### config.mk
export PLATFORM = sky130hd
export DESIGN_NAME = binary2bcd_seq
export DESIGN_NICKNAME = d
export VERILOG_FILES = /design/src/rtl/binary2bcd_seq.sv
export SDC_FILE = /design/constraint.sdc
export NUM_CORES = 1
export LEC_CHECK = 0
export ABC_AREA = 1
export CORE_ASPECT_RATIO = 0.5
export CORE_MARGIN = 1.5
export CORE_UTILIZATION = 48
export CTS_CLUSTER_DIAMETER = 30
export CTS_CLUSTER_SIZE = 20
export DETAILED_ROUTE_END_ITERATION = 8
export PLACE_DENSITY = 0.84
export SLEW_MARGIN = 20
export SYNTH_ARGS = -nofsm -noshare
export SYNTH_HDL_FRONTEND = slang
export SYNTH_SLANG_ARGS = --single-unit
export TNS_END_PERCENT = 20
### constraint.sdc
create_clock -name clk -period 1.5 [get_ports clk]
set_clock_uncertainty 0.2 [all_clocks]
set_input_delay 0.375 -clock clk [delete_from_list [all_inputs] [get_ports clk]]
set_output_delay 0.375 -clock clk [all_outputs]
set_load 0.05 [all_outputs]
### src/rtl/binary2bcd_seq.sv
// Iterative binary-to-BCD converter (shift-and-add-3), one operand bit per clock.
// A single bank of add-3 correctors is reused on every shift cycle. Operands
// may be unsigned or two's complement. In the signed case the magnitude is
// converted and the sign is reported on out_neg.
//
// state | meaning
// IDLE  | ready for an operand (in_ready = 1)
// SHIFT | one correct-and-shift step per cycle, counter runs WIDTH -> 0
// DONE  | result held on out_bcd/out_neg, waiting for out_ready

module binary2bcd_seq #(
   parameter int WIDTH  = 8,
   parameter int DIGITS = 3,
   parameter int SIGNED = 0
) (
   input  logic                  clk,
   input  logic                  rst_n,
   input  logic                  in_valid,
   output logic                  in_ready,
   input  logic [WIDTH-1:0]      in_data,
   output logic                  out_valid,
   input  logic                  out_ready,
   output logic [4*DIGITS-1:0]   out_bcd,
   output logic                  out_neg
);

   localparam int BCD_W = 4 * DIGITS;
   localparam int CNT_W = $clog2(WIDTH + 1);
   // Decimal digits of 2^WIDTH-1 = floor(WIDTH*log10(2)) + 1 (2^WIDTH is never a power of ten)
   localparam int MIN_DIGITS = (WIDTH * 30103) / 100000 + 1;

   generate
      if (WIDTH < 2 || DIGITS < MIN_DIGITS) begin : g_param_check
         $error("binary2bcd_seq: WIDTH must be >= 2 and DIGITS must hold 2^WIDTH-1");
      end
   endgenerate

   typedef enum logic [1:0] {
      IDLE  = 2'd0,
      SHIFT = 2'd1,
      DONE  = 2'd2
   } state_t;

   state_t             state;
   state_t             state_nxt;
   logic [WIDTH-1:0]   bin_sr;
   logic [WIDTH-1:0]   mag;
   logic [BCD_W-1:0]   bcd_sr;
   logic [BCD_W-1:0]   bcd_adj;
   logic [BCD_W-1:0]   bcd_shift;
   logic [CNT_W-1:0]   cnt;
   logic               neg_pend;
   logic               neg_in;
   logic               accept;
   logic               last_shift;

   // Operand sign and magnitude; the most-negative value maps to 2^(WIDTH-1), which still fits
   always_comb begin
      neg_in = (SIGNED != 0) && in_data[WIDTH-1];
      mag    = in_data;
      if (neg_in) begin
         mag = ~in_data + WIDTH'(1);
      end
   end

   // Handshake and terminal-count decode
   always_comb begin
      accept     = (state == IDLE) && in_valid;
      last_shift = (state == SHIFT) && (cnt == CNT_W'(1));
   end

   // Shared add-3 bank: every digit >= 5 gets +3 (no inter-digit carry), then the shift
   always_comb begin
      bcd_adj = bcd_sr;
      for (int k = 0; k < DIGITS; k++) begin
         if (bcd_sr[4*k +: 4] >= 4'd5) begin
            bcd_adj[4*k +: 4] = bcd_sr[4*k +: 4] + 4'd3;
         end
      end
      bcd_shift = {bcd_adj[BCD_W-2:0], bin_sr[WIDTH-1]};
   end

   // State register
   always_ff @(posedge clk or negedge rst_n) begin
      if (!rst_n) begin
         state <= IDLE;
      end else begin
         state <= state_nxt;
      end
   end

   // Next-state logic
   always_comb begin
      state_nxt = state;
      case (state)
         IDLE:    if (in_valid)   state_nxt = SHIFT;
         SHIFT:   if (last_shift) state_nxt = DONE;
         DONE:    if (out_ready)  state_nxt = IDLE;
         default:                 state_nxt = IDLE;
      endcase
   end

   // Working shift register, down-counter and pending sign
   always_ff @(posedge clk or negedge rst_n) begin
      if (!rst_n) begin
         bin_sr   <= '0;
         bcd_sr   <= '0;
         cnt      <= '0;
         neg_pend <= 1'b0;
      end else if (accept) begin
         bin_sr   <= mag;
         bcd_sr   <= '0;
         cnt      <= CNT_W'(WIDTH);
         neg_pend <= neg_in;
      end else if (state == SHIFT) begin
         bin_sr   <= {bin_sr[WIDTH-2:0], 1'b0};
         bcd_sr   <= bcd_shift;
         cnt      <= cnt - CNT_W'(1);
      end
   end

   // Result registers update only on the final shift so they hold between conversions
   always_ff @(posedge clk or negedge rst_n) begin
      if (!rst_n) begin
         out_bcd <= '0;
         out_neg <= 1'b0;
      end else if (last_shift) begin
         out_bcd <= bcd_shift;
         out_neg <= neg_pend;
      end
   end

   assign in_ready  = (state == IDLE);
   assign out_valid = (state == DONE);

endmodule

## Word level (Yosys, flattened, before mapping)

Index checks and enable logic that the tools add are counted.

| operators by class | value |
|---|---|
| add/subtract/negate cells | 4 |
| multipliers | 0 |
| div/mod/pow operators | 0 |
| $lt $le $gt $ge | 3 |
| eq/ne operators | 6 |
| shift operators | 0 |
| multiplexer cells | 13 |
| bitwise gates (word level) | 0 |
| reduce and logical (&&, ||, !) cells | 5 |

Operators by type and width:

| cell | number |
|---|---|
| 12-bit 2-to-1 mux | 2 |
| 4-bit 2-to-1 mux | 4 |
| 8-bit 2-to-1 mux | 2 |
| 4-bit by 3-bit greater-or-equal comparator with 1-bit output (second input constant) | 3 |
| 4-bit by 2-bit adder with 4-bit output (second input constant) | 2 |
| 2-bit 2-to-1 mux | 3 |
| 2-bit case mux with 3 select lines | 1 |
| 4-bit by 1-bit == test with 1-bit output (second input constant) | 1 |
| 2-bit != test (second input constant) | 2 |
| 4-bit by 1-bit subtractor with 4-bit output (second input constant) | 1 |
| 3-bit by 2-bit adder with 3-bit output (second input constant) | 1 |
| 3-bit 2-to-1 mux | 1 |
| 3-bit AND reduction | 1 |
| 2-bit by 1-bit == test with 1-bit output (second input constant) | 1 |
| 2-bit == test (second input constant) | 1 |
| 1-bit logical AND | 2 |
| 2-bit logical NOT | 1 |
| 2-bit by 1-bit != test with 1-bit output (second input constant) | 1 |
| 2-bit nonzero test | 1 |

| storage, ports and cells | value |
|---|---|
| register bits after elaboration | 38 |
| latch bits | 0 |
| memory bits (writable) | 0 |
| memory bits (read-only) | 0 |
| input bits | 12 |
| output and inout bits | 15 |
| logic and storage cells | 36 |
| memories | 0 |

## Longest topological paths before layout

Gate-level depths: netlist of run 1.

| logic depth | value |
|---|---|
| word-level depth | 4 |
| gate-level depth with buffers | 8 |

## Worst setup path before layout of run 1

Ideal clock, no wire load.

| timing | value |
|---|---|
| path kind | flip-flop to flip-flop |
| start | reg state[0] |
| end | reg bin_sr[6] |
| data arrival time | 1,752 ps |
| data required time | 1,179 ps |
| path slack | -573 ps |
| stages on the path, launching flop included | 8 |
| path through | dfrtp_1 nor2_1 nand2_2 nand2_4 inv_4 buf_6 nand2_2 nand3_2 |

| between the ends | value |
|---|---|
| word-level cells in the longest chain between the ends | 3 |

Ends and longest elaborated chain:

| what | line | text |
|---|---|---|
| start: declaration | 44 | `state_t state;` |
| start signal: assignment | 88 | `state <= state_nxt;` |
| 2-bit logical NOT * | - |  |
| named net in_ready | 19 | `output logic in_ready,` |
| 1-bit logical AND * | 68 | `accept = (state == IDLE) && in_valid;` |
| 8-bit 2-to-1 mux or 2-bit nonzero test (tied branches) | - |  |
| end signal: assignment | 111 | `bin_sr <= mag;` |
| end signal: assignment | 116 | `bin_sr <= {bin_sr[WIDTH-2:0], 1'b0};` |
| end: declaration | 46 | `logic [WIDTH-1:0] bin_sr;` |

Mark *: on every way through the listed nets, which the timed path passes. The rest lies on a longest branch.
A chain may end at the register's enable or synchronous reset.

## Worst setup path in the final report of run 1

| timing | value |
|---|---|
| start | reg state[1] |
| end | out in_ready |

| between the ends | value |
|---|---|
| word-level cells in the longest chain between the ends | 1 |

Ends and longest elaborated chain:

| what | line | text |
|---|---|---|
| 2-bit logical NOT | 133 | `assign in_ready = (state == IDLE);` |
| end: declaration | 19 |  |

No other way between the ends.

==> run_results.csv, run 1 <==
group,metric,value,unit
finish,fin_area,2700,sq um
synthesis,syn_inst,224,
clock_network,clock_latency,290,ps
finish,fill_cells,221,
synthesis,synth.area.top_cells,"dfrtp_1 50%, nand2_1 17%, nand3_1 7.7%, ha_1 5.3%, inv_1 4.2%",
clock_network,cts-htree-levels,2,
clock_network,cts_tree,"done",
job,drv_cap,0,
die,die-area,4330,sq um
synthesis,synth.avg_cell_area,8.41,sq um
sta,fin_ws,-144,ps
worst_setup_path,r2r-start,"state[1]",
grt,overflow,0,
die,num_rows,15,
sta,setup_viol,8,
die,fp.dieH,47.3,um
detailed_routing,routedWlPerCell,15.6,um
synthesis,ys.warnings.count,0,
synthesis,ys_top_cells_by_count,"83 x nand2_1, 38 x dfrtp_1, 29 x nand3_1",
worst_setup_path,critPathCaptureType,"output pin",
place,pre_cts_ws,-106,ps
clock_network,cts_inserted_buffers,5,
synthesis,yosysMostFrequentCell,"nand2_1",
detailed_routing,drtIter0Drc,113,
finish,final_net_count,292,
worst_setup_path,crit_arrival,1070,ps
pwr,ir_drop,906,uV
die,chipWidth,91.6,um
synthesis,yosys_register_bits,38,
synthesis,async_flop_share,100,%
finish,fin_util,75.3,%
clock_network,path_clk_slew,80,ps
worst_setup_path,crit_fanout,2,
worst_setup_path,start_kind,"flip-flop",
die,initial_utilization,52.6,%
clock_network,cts_max_path_buffers,2,
sta,min_period,1640,ps
worst_setup_path,crit_type,"flip-flop to output pin",
worst_setup_path,cp.required,920,ps
clock_network,root_buffer,"clkbuf_8",
synthesis,syn_nets,244,
synthesis,synth_flop_cell,"dfrtp_1",
grt,grt_pass1_vias,1641,
pwr,p_leak,1.34,nW
sta,fmax,608,MHz
synthesis,synth-seq-area-share,50.5,%
grt,grt_max_degree,39,
detailed_routing,vias_per_cell,5.57,
grt,grt_use_total,23.3,%
pwr,p_total,6.89,mW
place,port-buffer-count,25,
die,ios,27,
synthesis,yosysTopAreaCell,"dfrtp_1",
finish,multi_input_area,898,sq um
sta,setup_tns,-465,ps
detailed_routing,route.vias.total,1806,
clock_network,cts_sinks,38,
synthesis,syn_area,1880,sq um
clock_network,holdBufCountCts,0,
min_path,hold_path_class,"input port to asynchronous set/reset pin",
finish,n_antenna_cell,0,
run_status,status,"finished, violations left",
die,core,3580,sq um
detailed_routing,drc_errors,0,
sta,rsz0062_at_grt,"yes",
finish,syn_to_final_growth,43.3,%
finish,register_area,953,sq um
sta,finalHoldViolCount,0,
synthesis,synth_edf_count,0,
run_status,violations,"negative setup slack",
pwr,power-per-cell-area,2550,nW/um^2
sta,fin_crit_sh,110,%
detailed_routing,drtPass1Iterations,4,
detailed_routing,routed_wl,5050,um
grt,grt_pass1_wl,7560,um
synthesis,yosysTopAreaCellShare,50.5,%
finish,drive_above_1_share,28.2,%
place,dp_hpwl,3060,um
place,gp_congestion,0.951,
sta,maxSlewViolCount,0,
grt,antenna_found_initial,0,
worst_setup_path,crit_start,"state[1]",
synthesis,synth_cell_types,24,
place,placed_area,2420,sq um
detailed_routing,ant_nets,0,
[layer usage]
metal / up-vias / part of all wire, % / track usage, %
li1: 822 / - / -
met1: 897 / 43 / 28.4
met4: 0 / 2.4 / 9.69
met2: 74 / 49 / 41.2
met5: - / 0 / 0
met3: 13 / 5.8 / 6.63
[flip-flops by register name, indices dropped and copies added (netlist names)]
register / cells
bcd_sr: 12
out_bcd: 12
bin_sr: 8
cnt: 4
state: 2
[kinds of logic (layout without fill, tap and decap cells)]
group / count (synthesis) / count (layout) / synth area share (%)
fa+ha+maj: 8 / 8 / 5.31
simple gates: 131 / 131 / 31.6
buf+inv: 28 / 77 / 6.84
xor+xnor: 1 / 1 / 0.465
flops: 38 / 38 / 50.5
compound gates: 17 / 17 / 5.11
other cells: 1 / 1 / 0.199
[repair_timing]
item | 4_1_cts | 5_1_grt
pin swaps | 4 | 3
resized for setup | 11 | 20
setup endpoints to repair | 20 | 38
buffers inserted | 6 | 4
[per-stage QoR]
| step | instances | hold slack [ps] |
|---|---|---|
| 6_report | 324 | 260 |
| 3_3_place_gp | 306 | 258 |
| 3_5_place_dp | 306 | 261 |
| 2_1_floorplan | 224 | -121 |
| 4_1_cts | 320 | 272 |
| 5_1_grt | 324 | 285 |
[area by class of cell]
type	count	area share (%)
multi-input cells	158	33.3
inverters	23	3.61
clock buffers	8	4.08
repair buffers	46	21.4
flip-flops and latches	38	35.3
well taps	51	2.36
[path summary, 6_finish.rpt]
| check | endpoint | slack, ps | cells past startpoint |
|---|---|---|---|
| setup / recovery | in_ready | -140 | 3 |
| hold / removal | cnt[0] | 260 | 2 |
| setup reg to reg | bcd_sr[8] | -50 | 6 |
| hold reg to reg | bin_sr[0] | 280 | 2 |
| max in group asynchronous | state[0] | 640 | 2 |
| min in group clk | bin_sr[0] | 280 | 2 |
[power breakdown]
part / total (mW) / internal (mW) / switching, mW
clock: 0.827 / 0.465 / 0.362
sequential: 1.96 / 1.50 / 0.458
combinational: 4.10 / 1.72 / 2.38
[placed cells by master (no fill, tap or decap), types with 2 or more instances in the layout]
| cell type | instances |
|---|---|
| nand2_1 | 78 |
| dfrtp_1 | 36 |
| nand3_1 | 25 |
| buf_4 | 18 |
| buf_12 | 16 |
| inv_1 | 13 |
| clkdlybuf4s50_1 | 11 |
| clkbuf_8 | 8 |
| inv_2 | 7 |
| nand2_2 | 7 |
| o21ai_0 | 6 |
| nand4_1 | 6 |
| ha_1 | 6 |
| o22ai_1 | 5 |
| nand2_4 | 3 |
| nand3_4 | 3 |
| o21ai_1 | 3 |
| nand3_2 | 3 |
| nor2_4 | 2 |
| nor2_1 | 2 |
| dfrtp_2 | 2 |
[worst max-delay path, stage by stage (launching register included)]
cell and delay, ps:
dfrtp_1 400, buf_6 130, nor2_4 110, buf_12 150
(Power assumes the default switching activity.)
==> run 2: changes to the inputs <==
- CORE_UTILIZATION: 48 -> 56
- DONT_BUFFER_PORTS: default -> 1
- PLACE_DENSITY: 0.84 -> 0.83
==> run_results.csv, run 2 (same netlist as run 1, synthesis figures left out) <==
group,metric,value,unit
detailed_routing,routedWlPerCell,14.9,um
worst_setup_path,critPathCaptureType,"output pin",
detailed_routing,vias_per_cell,5.73,
pwr,power_frac_comb,49.8,%
worst_setup_path,rr_worst_depth,7,
place,pre_cts_ws,-26.8,ps
clock_network,cts_sinks,38,
die,fp.dieH,44.0,um
pwr,share_seq_of_total_power,38.1,%
worst_setup_path,cp_slowest_cell,"dfrtp_1",
worst_setup_path,cp.depth,2,
sta,finalHoldViolCount,0,
detailed_routing,drtIter0Drc,122,
finish,multi_input_area,893,sq um
finish,layoutNonFillerInstCount,292,
clock_network,cts_inserted_buffers,5,
worst_setup_path,crit_arrival,1020,ps
clock_network,clock_latency,290,ps
worst_setup_path,crit_family,"flip-flops",
worst_setup_path,crit_chain,"nor2_4 > buf_6",
worst_setup_path,crit_type,"flip-flop to output pin",
worst_setup_path,r2r-start,"bcd_sr[4]",
worst_setup_path,reg2reg_to,"out_bcd[5]",
finish,final_cell_mix,"78 x nand2_1, 28 x dfrtp_1, 26 x nand3_1",
die,die-area,3740,sq um
detailed_routing,drtPass1Iterations,7,
pwr,ir_drop,1160,uV
finish,final_common_cell,"nand2_1",
place,gp_congestion,0.824,
finish,syn_to_final_growth,23.3,%
pwr,p_leak,1.18,nW
finish,drive_above_1_share,28.2,%
sta,min_period,1600,ps
finish,largest_registers,"bcd_sr: 12 flops, out_bcd: 12 flops, bin_sr: 8 flops",
clock_network,root_buffer,"clkbuf_8",
worst_setup_path,cp.required,920,ps
worst_setup_path,endpoint,"in_ready",
finish,fin_area,2320,sq um
sta,setup_tns,-201,ps
grt,antenna_found_initial,0,
place,dp_cells,269,
grt,grt_pass1_vias,1526,
sta,fin_crit_sh,107,%
worst_setup_path,ff2ff_setup_slack,-10,ps
die,core,3100,sq um
pwr,power-per-cell-area,2550,nW/um^2
job,drv_cap,0,
sta,fin_ws,-99.7,ps
place,dp_hpwl,2670,um
sta,maxSlewViolCount,0,
finish,fill_cells,206,
place,port-buffer-count,0,
finish,final_net_count,271,
grt,grt_pass1_wl,6690,um
finish,n_antenna_cell,0,
clock_network,cts_tree,"done",
die,num_rows,14,
finish,fin_util,74.9,%
pwr,p_clk_share,12.2,%
place,placed_area,1990,sq um
pwr,cell_internal_pwr,3.01,mW
min_path,hold_path_class,"input port to flip-flop",
sta,fmax,625,MHz
run_status,status,"finished, violations left",
detailed_routing,ant_nets,0,
grt,overflow,0,
pwr,switching_power,2.93,mW
clock_network,cts_max_path_buffers,2,
detailed_routing,route.vias.total,1674,
worst_setup_path,max_stage_delay,420,ps
sta,setup_viol,4,
pwr,swShare,49.3,%
worst_setup_path,crit_fanout,2,
clock_network,path_clk_slew,70,ps
worst_setup_path,start_kind,"flip-flop",
die,initial_utilization,60.8,%
sta,rsz0062_at_grt,"yes",
clock_network,cts-htree-levels,2,
finish,register_area,963,sq um
detailed_routing,routed_wl,4360,um
detailed_routing,drc_errors,3,
run_status,violations,"design-rule violations, negative setup slack",
worst_setup_path,crit_buf_inv,1,
die,ios,27,
grt,grt_max_degree,39,
grt,grt_use_total,23.8,%
worst_setup_path,crit_start,"state[1]",
die,chipWidth,85.0,um
==> run 2: cell count changes in the layout (fill, tap and decap cells not counted), sizes merged <==
cell	delta
buf	-13
clkdlybuf4s50	-11
dlygate4sd3	+3
clkbuf	-1
clkinv	+1
clkinvlp	-1
inv	+1
==> run 2: area by class of cell <==
cell class / instances / share of cell area (%)
Clock buffer: 7 / 3.72
Clock inverter: 1 / 0.215
Inverter: 23 / 4.04
Multi-Input combinational cell: 158 / 38.4
Sequential cell: 38 / 41.5
Tap cell: 40 / 2.15
Timing Repair Buffer: 25 / 9.96
==> run 2: worst min-delay path by stage <==
stage | start | endpoint | slack (ps) | cells past startpoint
floorplan | rst_n | bcd_sr[0] | -120 | 0
global placement | rst_n | cnt[3] | -120 | 0
detailed placement | rst_n | bin_sr[2] | -120 | 0
CTS | in_data[3] | bin_sr[3] | 10 | 2
global route | in_data[5] | bin_sr[5] | 20 | 2
finish | in_data[1] | bin_sr[1] | 20 | 2
==> run 2: per-stage QoR <==
| step | total power, mW | hold WS [ps] |
|---|---|---|
| finish | 5.93 | 18.4 |
| detailed placement | 4.58 | -120 |
| CTS | 5.51 | 11.4 |
| global route | 6.34 | 19.2 |
| global placement | 4.42 | -120 |
| floorplan | 4.00 | -121 |
==> run 2: timing repair <==
| action | 4_1_cts | 5_1_grt |
|---|---|---|
| endpoints found under the setup margin | 23 | 35 |
| gates resized for setup | 17 | 23 |
| hold endpoints to repair | 40 | 0 |
| buffers inserted | 5 | 6 |
| pin swaps | 3 | 7 |
| hold buffers | 4 | 0 |
| gates cloned | 0 | 0 |
==> run 2: metal layers <==
| layer | track usage [%] | share of wire [%] |
|---|---|---|
| met3 | 6.16 | 6.6 |
| met1 | 30.8 | 44 |
| met2 | 38.4 | 47 |
| met5 | 0 | 0 |
| met4 | 12.1 | 2.8 |
==> run 2: power by group through the flow <==
stage          combinational [mW]  clock [mW]  sequential [mW]
6_report                     2.95       0.723             2.26
3_5_place_dp                 2.36           0             2.22
2_1_floorplan                1.75           0             2.25
5_1_grt                      3.24       0.783             2.31
4_1_cts                      2.56       0.727             2.22
3_3_place_gp                 2.22           0             2.20
